## src/rtl/pmem_write_buffer_pkg.sv

```systemverilog
// Shared types for the physical-memory write-back buffer: line/tag types,
// buffer entry layout, FSM state encoding and address helpers.
package pmem_write_buffer_pkg;

  typedef logic [127:0] lc3b_line;
  typedef logic [11:0]  lc3b_line_tag;

  typedef struct packed {
    logic         valid;
    lc3b_line_tag tag;
    lc3b_line     data;
  } wb_entry_t;

  typedef enum logic [1:0] {
    S_IDLE,
    S_RD_MEM,
    S_DRAIN,
    S_RESP
  } wb_state_t;

  function automatic lc3b_line_tag addr_tag(input logic [15:0] addr);
    return addr[15:4];
  endfunction

  function automatic logic [15:0] line_addr(input lc3b_line_tag tag);
    return {tag, 4'b0000};
  endfunction

endpackage

```

## src/rtl/pmem_write_buffer_store.sv

```systemverilog
// Entry array of the write buffer: FIFO head/tail/count bookkeeping plus a
// fully associative tag compare used for read hits and write coalescing.
module wbuf_store
  import pmem_write_buffer_pkg::*;
#(
  parameter int DEPTH = 4
) (
  input  logic         clk,
  input  logic         rst,
  input  lc3b_line_tag tag,
  input  logic         wr_en,
  input  lc3b_line     wr_data,
  input  logic         pop,
  output logic         hit,
  output lc3b_line     hit_data,
  output lc3b_line_tag head_tag,
  output lc3b_line     head_data,
  output logic         full,
  output logic         empty
);

  localparam int PW = $clog2(DEPTH);
  localparam int CW = PW + 1;

  wb_entry_t         entries_reg [DEPTH];
  logic [PW-1:0]     head_reg;
  logic [PW-1:0]     tail_reg;
  logic [CW-1:0]     count_reg;
  logic [DEPTH-1:0]  match;
  logic [PW-1:0]     hit_index;

  generate
    for (genvar gi = 0; gi < DEPTH; gi++) begin : g_match
      assign match[gi] = entries_reg[gi].valid && (entries_reg[gi].tag == tag);
    end
  endgenerate

  // Valid tags are unique, so at most one match bit is ever set.
  always_comb begin
    hit_index = '0;
    for (int i = DEPTH - 1; i >= 0; i--) begin
      if (match[i]) hit_index = PW'(i);
    end
  end

  assign hit       = |match;
  assign hit_data  = entries_reg[hit_index].data;
  assign head_tag  = entries_reg[head_reg].tag;
  assign head_data = entries_reg[head_reg].data;
  assign full      = (count_reg == CW'(DEPTH));
  assign empty     = (count_reg == '0);

  always_ff @(posedge clk or posedge rst) begin
    if (rst) begin
      for (int i = 0; i < DEPTH; i++) begin
        entries_reg[i] <= '0;
      end
      head_reg  <= '0;
      tail_reg  <= '0;
      count_reg <= '0;
    end else if (pop) begin
      entries_reg[head_reg].valid <= 1'b0;
      head_reg  <= head_reg + PW'(1);
      count_reg <= count_reg - CW'(1);
    end else if (wr_en) begin
      if (hit) begin
        entries_reg[hit_index].data <= wr_data;
      end else begin
        entries_reg[tail_reg] <= '{valid: 1'b1, tag: tag, data: wr_data};
        tail_reg  <= tail_reg + PW'(1);
        count_reg <= count_reg + CW'(1);
      end
    end
  end

endmodule

```

## src/rtl/pmem_write_buffer.sv

```systemverilog
// Write-back buffer between the cache arbiter and physical memory: absorbs
// evictions, serves read hits locally and drains lines when the port is idle.
module pmem_write_buffer
  import pmem_write_buffer_pkg::*;
#(
  parameter int DEPTH = 4
) (
  input  logic          clk,
  input  logic          rst,
  input  logic          arb_read,
  input  logic          arb_write,
  input  logic [15:0]   arb_address,
  input  logic [127:0]  arb_wdata,
  output logic [127:0]  arb_rdata,
  output logic          arb_resp,
  output logic          pmem_read,
  output logic          pmem_write,
  output logic [15:0]   pmem_address,
  output logic [127:0]  pmem_wdata,
  input  logic [127:0]  pmem_rdata,
  input  logic          pmem_resp
);

  wb_state_t    state_reg;
  lc3b_line_tag req_tag;
  logic         hit;
  lc3b_line     hit_data;
  lc3b_line_tag head_tag;
  lc3b_line     head_data;
  logic         full;
  logic         empty;
  logic         store_wr;
  logic         store_pop;
  logic         addr_offset_unused;

  assign req_tag            = addr_tag(arb_address);
  assign addr_offset_unused = ^arb_address[3:0];

  // Store updates happen on the same edge the FSM accepts the write or
  // retires the drained head line.
  assign store_wr  = (state_reg == S_IDLE) && !arb_read && arb_write && (hit || !full);
  assign store_pop = (state_reg == S_DRAIN) && pmem_resp;

  wbuf_store #(.DEPTH(DEPTH)) u_store (
    .clk       (clk),
    .rst       (rst),
    .tag       (req_tag),
    .wr_en     (store_wr),
    .wr_data   (arb_wdata),
    .pop       (store_pop),
    .hit       (hit),
    .hit_data  (hit_data),
    .head_tag  (head_tag),
    .head_data (head_data),
    .full      (full),
    .empty     (empty)
  );

  always_ff @(posedge clk or posedge rst) begin
    if (rst) begin
      state_reg    <= S_IDLE;
      arb_rdata    <= '0;
      arb_resp     <= 1'b0;
      pmem_read    <= 1'b0;
      pmem_write   <= 1'b0;
      pmem_address <= '0;
      pmem_wdata   <= '0;
    end else begin
      case (state_reg)
        S_IDLE: begin
          if (arb_read) begin
            if (hit) begin
              arb_rdata <= hit_data;
              arb_resp  <= 1'b1;
              state_reg <= S_RESP;
            end else begin
              pmem_read    <= 1'b1;
              pmem_address <= line_addr(req_tag);
              state_reg    <= S_RD_MEM;
            end
          end else if (arb_write && (hit || !full)) begin
            arb_resp  <= 1'b1;
            state_reg <= S_RESP;
          end else if (arb_write || !empty) begin
            // A write to a full buffer frees the head first and is retried.
            pmem_write   <= 1'b1;
            pmem_address <= line_addr(head_tag);
            pmem_wdata   <= head_data;
            state_reg    <= S_DRAIN;
          end
        end
        S_RD_MEM: begin
          if (pmem_resp) begin
            pmem_read <= 1'b0;
            arb_rdata <= pmem_rdata;
            arb_resp  <= 1'b1;
            state_reg <= S_RESP;
          end
        end
        S_DRAIN: begin
          if (pmem_resp) begin
            pmem_write <= 1'b0;
            state_reg  <= S_IDLE;
          end
        end
        S_RESP: begin
          arb_resp  <= 1'b0;
          state_reg <= S_IDLE;
        end
        default: state_reg <= S_IDLE;
      endcase
    end
  end

endmodule

```

## config.mk

```make
export PLATFORM = sky130hd
export DESIGN_NAME = pmem_write_buffer
export DESIGN_NICKNAME = d
export VERILOG_FILES = /design/src/rtl/pmem_write_buffer_pkg.sv /design/src/rtl/pmem_write_buffer_store.sv /design/src/rtl/pmem_write_buffer.sv
export SDC_FILE = /design/constraint.sdc
export NUM_CORES = 2
export LEC_CHECK = 0
export BUFFER_PORTS_ARGS = -buffer_cell sky130_fd_sc_hd__buf_4
export CELL_PAD_IN_SITES_DETAIL_PLACEMENT = 1
export CELL_PAD_IN_SITES_GLOBAL_PLACEMENT = 1
export CORE_MARGIN = 3
export CORE_UTILIZATION = 50
export CTS_CLUSTER_DIAMETER = 80
export DETAILED_ROUTE_END_ITERATION = 7
export HOLD_SLACK_MARGIN = 0.03
export PLACE_DENSITY = 0.93
export SLEW_MARGIN = 40
export SYNTH_ARGS = -nofsm -noshare
export SYNTH_HDL_FRONTEND = slang
export SYNTH_HIERARCHICAL = 1
export SYNTH_SLANG_ARGS = --single-unit
```

## constraint.sdc

```tcl
create_clock -name clk -period 32 [get_ports clk]
set_clock_uncertainty 0.1 [all_clocks]
set_input_delay 6.4 -clock clk [delete_from_list [all_inputs] [get_ports clk]]
set_output_delay 6.4 -clock clk [all_outputs]
set_load 0.02 [all_outputs]
```

==> results.tsv <==
metric	value	unit
Arrival @ worst endpoint	11.35	ns
Slew headroom	0.400	
Die ar.	86300	µm²
CP Capture Type	register	
area grow syn2layout	19.5	%
initial antenna violation count	18	
Post-synth EDFFs	0	
PwrDens	106	nW/µm²
register area share after synthesis	0.510	
vias in the first global route	33600	
layout filler cell count	7561	
CTS Hold Buffers Added	0	
die height	294	µm
Max Cap Viol	0	
Fin. Hold Viols	0	
worst path cell trace	buf_4, xnor2_1, nand4_1, or4_4, and2_4, nand2_1, o21ai_0, nor4_1, nand2_1, nor3_2, buf_4, buf_4, mux2_2	
CP Data Required Time	32.42	ns
CTS sink count	844	
CTS resizes	0	
I/O pin count	552	
worst vdd ir	67.8	µV
sequential power share	0.383	
row cnt	104	
Synth async-reset ratio	1.00	
startpoint types	input pin	
Int Pwr	0.00335	W
worst path buffer plus inverter count	3	
Top Layer Used	met5	
maximum root-to-sink buffer count	3	
period utilization	0.342	
Synth top area share	0.510	
Net Sw Frac	0.364	
top cells by count, synth	844 x dfrtp_1, 508 x mux2_2, 317 x mux2_1	
met2 wire len	75400	µm
Logic pwr share	0.392	
Worst-Margin Slew	0.900	ns
Warnings, synthesis	6	
Starting Density	0.510	
placed inst area	46000	µm²
crit-path max cell delay	0.69	ns
routed wl met3	11400	µm
vias	29600	
most frequent cell after synthesis	dfrtp_1	
switching power	0.00192	W
number of flip-flops in the largest register	564	
cells after synthesis	2897	
Clock Latency Late Sink	0.64	ns
Routed WL	149000	µm
RSZ-0062 raised after global routing	no	
Core Area	81200	µm²
leak pwr	22.6	nW
Slew Viols, Final	0	
largest cells by area after synthesis	dfrtp_1 51%, mux2_2 14%, mux2_1 8.6%	
drt pass-1 iters	5	
CP delay by family, top	simple AND/OR/NAND/NOR gates	
NumNets Final	3633	
HPWL Detailed	86400	µm
Synth Flop Type	dfrtp_1	
most used cell, CP	buf_4	
Syn Area/Cell	14.3	µm²
Post-Route Setup TNS	0	ns
Final GP Congestion	0.789	
fmax	0.0914	GHz
final setup vio count	0	
post-route ant nets	0	
Crit Path Class	input pin to register	
Routed wire per std cell	33.2	µm
crit path time final	10.94	ns
residual DRC count	0	
mapped cell area	41400	µm²
H-tree Lvls	3	
CTS tree	yes	
Clock transition at path regs	0.06	ns
HP Class	register to register	
Synth cell types	49	
Port Buffers	543	
Die Wd	294	µm
grt ovf	0	
critical path peak fanout	42	
Final Cell Area	49400	µm²
Clk pwr share	0.225	
area leader, netlist	dfrtp_1	
first-pass GRT wire length	223000	µm
Root Driver	clkbuf_16	
Iter 0 DRT Violations	2614	
GRT Overall Usage	0.340	
routed metal-1 wire length	53900	µm
area of the multi-input gates	18900	µm²
CTS Buf Count	93	
pin count of the biggest net entering global routing	135	
#FFs+latches synth	844	
Finished Core Util	0.609	
Vias/cell	6.58	
Register Area	21100	µm²
status	finished clean	
layout cells sized above 1	0.455	
critical path's slowest cell	buf_4	
post-CTS setup buffers	0	
## path summary, 6_finish.rpt
| kind | slack (ns) | cells past startpoint | end | startpoint |
|---|---|---|---|---|
| min in group asynchronous | 5.72 | 2 | arb_rdata[82]$_DFFE_PP0P_ | rst |
| worst max-delay path | 21.06 | 13 | u_store/entries_reg[403]$_DFFE_PP0P_ | arb_address[13] |
| max in group asynchronous | 23.42 | 5 | u_store/entries_reg[120]$_DFFE_PP0P_ | rst |
| worst max register to register | 26.57 | 12 | u_store/entries_reg[403]$_DFFE_PP0P_ | u_store/entries_reg[278]$_DFFE_PP0P_ |
| worst min register to register | 0.40 | 2 | u_store/entries_reg[563]$_DFFE_PP0P_ | u_store/entries_reg[563]$_DFFE_PP0P_ |
| worst min-delay path | 0.40 | 2 | u_store/entries_reg[563]$_DFFE_PP0P_ | u_store/entries_reg[563]$_DFFE_PP0P_ |
## metal layers
layer,vias to the layer above,global-route usage
li1,11700,-
met1,15700,0.401
met2,1683,0.586
met3,473,0.0716
met4,8,0.182
met5,-,0
## power groups by stage
stage / clock network (W) / logic [W] / registers [W]
4_1_cts: 0.00119 / 0.00205 / 0.00200
2_1_floorplan: 0 / 0.00116 / 0.00202
3_3_place_gp: 0 / 0.00188 / 0.00190
5_1_grt: 0.00124 / 0.00216 / 0.00206
3_5_place_dp: 0 / 0.00199 / 0.00197
6_report: 0.00118 / 0.00206 / 0.00202
## cell type report
| cell class | count | area share |
|---|---|---|
| Antenna cell | 12 | 0.000607 |
| Clock buffer | 126 | 0.0540 |
| Clock inverter | 47 | 0.0134 |
| Inverter | 14 | 0.00147 |
| Multi-Input combinational cell | 1798 | 0.382 |
| Sequential cell | 844 | 0.427 |
| Tap cell | 1060 | 0.0268 |
| Timing Repair Buffer | 596 | 0.0947 |
## cell usage in the layout, fill, tap and decap left out, types with 8 or more instances in the layout
master	instances
nand3_1	136
o221a_2	12
buf_4	566
inv_1	12
a221o_1	128
nand4_1	10
mux2_2	508
clkbuf_8	20
buf_6	20
mux2_1	317
clkbuf_1	12
xnor2_1	51
diode_2	12
clkinv_2	22
buf_12	9
ha_1	8
nand2b_1	8
nor2b_1	14
a21oi_1	134
nand2_1	151
mux4_2	140
mux2_4	120
bufinv_16	13
dfrtp_1	842
clkbuf_16	94
## worst reg2reg max path: cells and delay by family, from the launching register on
family / cells / cell delay, ns
buffers and inverters: 2 / 1.27
DFF: 1 / 0.40
xor gates and xnor gates: 1 / 0.36
AOI/OAI and AO/OA: 1 / 0.19
muxes: 1 / 0.55
and+or+nand+nor: 7 / 2.45
## kinds of logic (layout without fill, tap and decap cells)
group / count (synthesis) / count (layout) / synth area share
AOI/OAI and AO/OA: 289 / 289 / 0.0530
xor gates and xnor gates: 52 / 52 / 0.0110
adders and majority gates: 9 / 9 / 0.00290
buffers and inverters: 258 / 783 / 0.0363
DFF: 844 / 844 / 0.510
muxes: 1087 / 1087 / 0.345
other: 1 / 16 / 0.0000906
and+or+nand+nor: 357 / 357 / 0.0417
## metrics by stage
| stage | hold slack (ns) | power (W) | worst slack, ns | std cells |
|---|---|---|---|---|
| after floorplan | 0.345 | 0.00318 | 9.53 | 2900 |
| after global placement | 0.360 | 0.00378 | 20.40 | 4306 |
| after detailed placement | 0.376 | 0.00396 | 20.59 | 4309 |
| after CTS | 0.393 | 0.00524 | 21.24 | 4482 |
| after global routing | 0.415 | 0.00546 | 20.98 | 4497 |
| final | 0.400 | 0.00526 | 21.06 | 4497 |
Power figures use the tool's default switching activity.
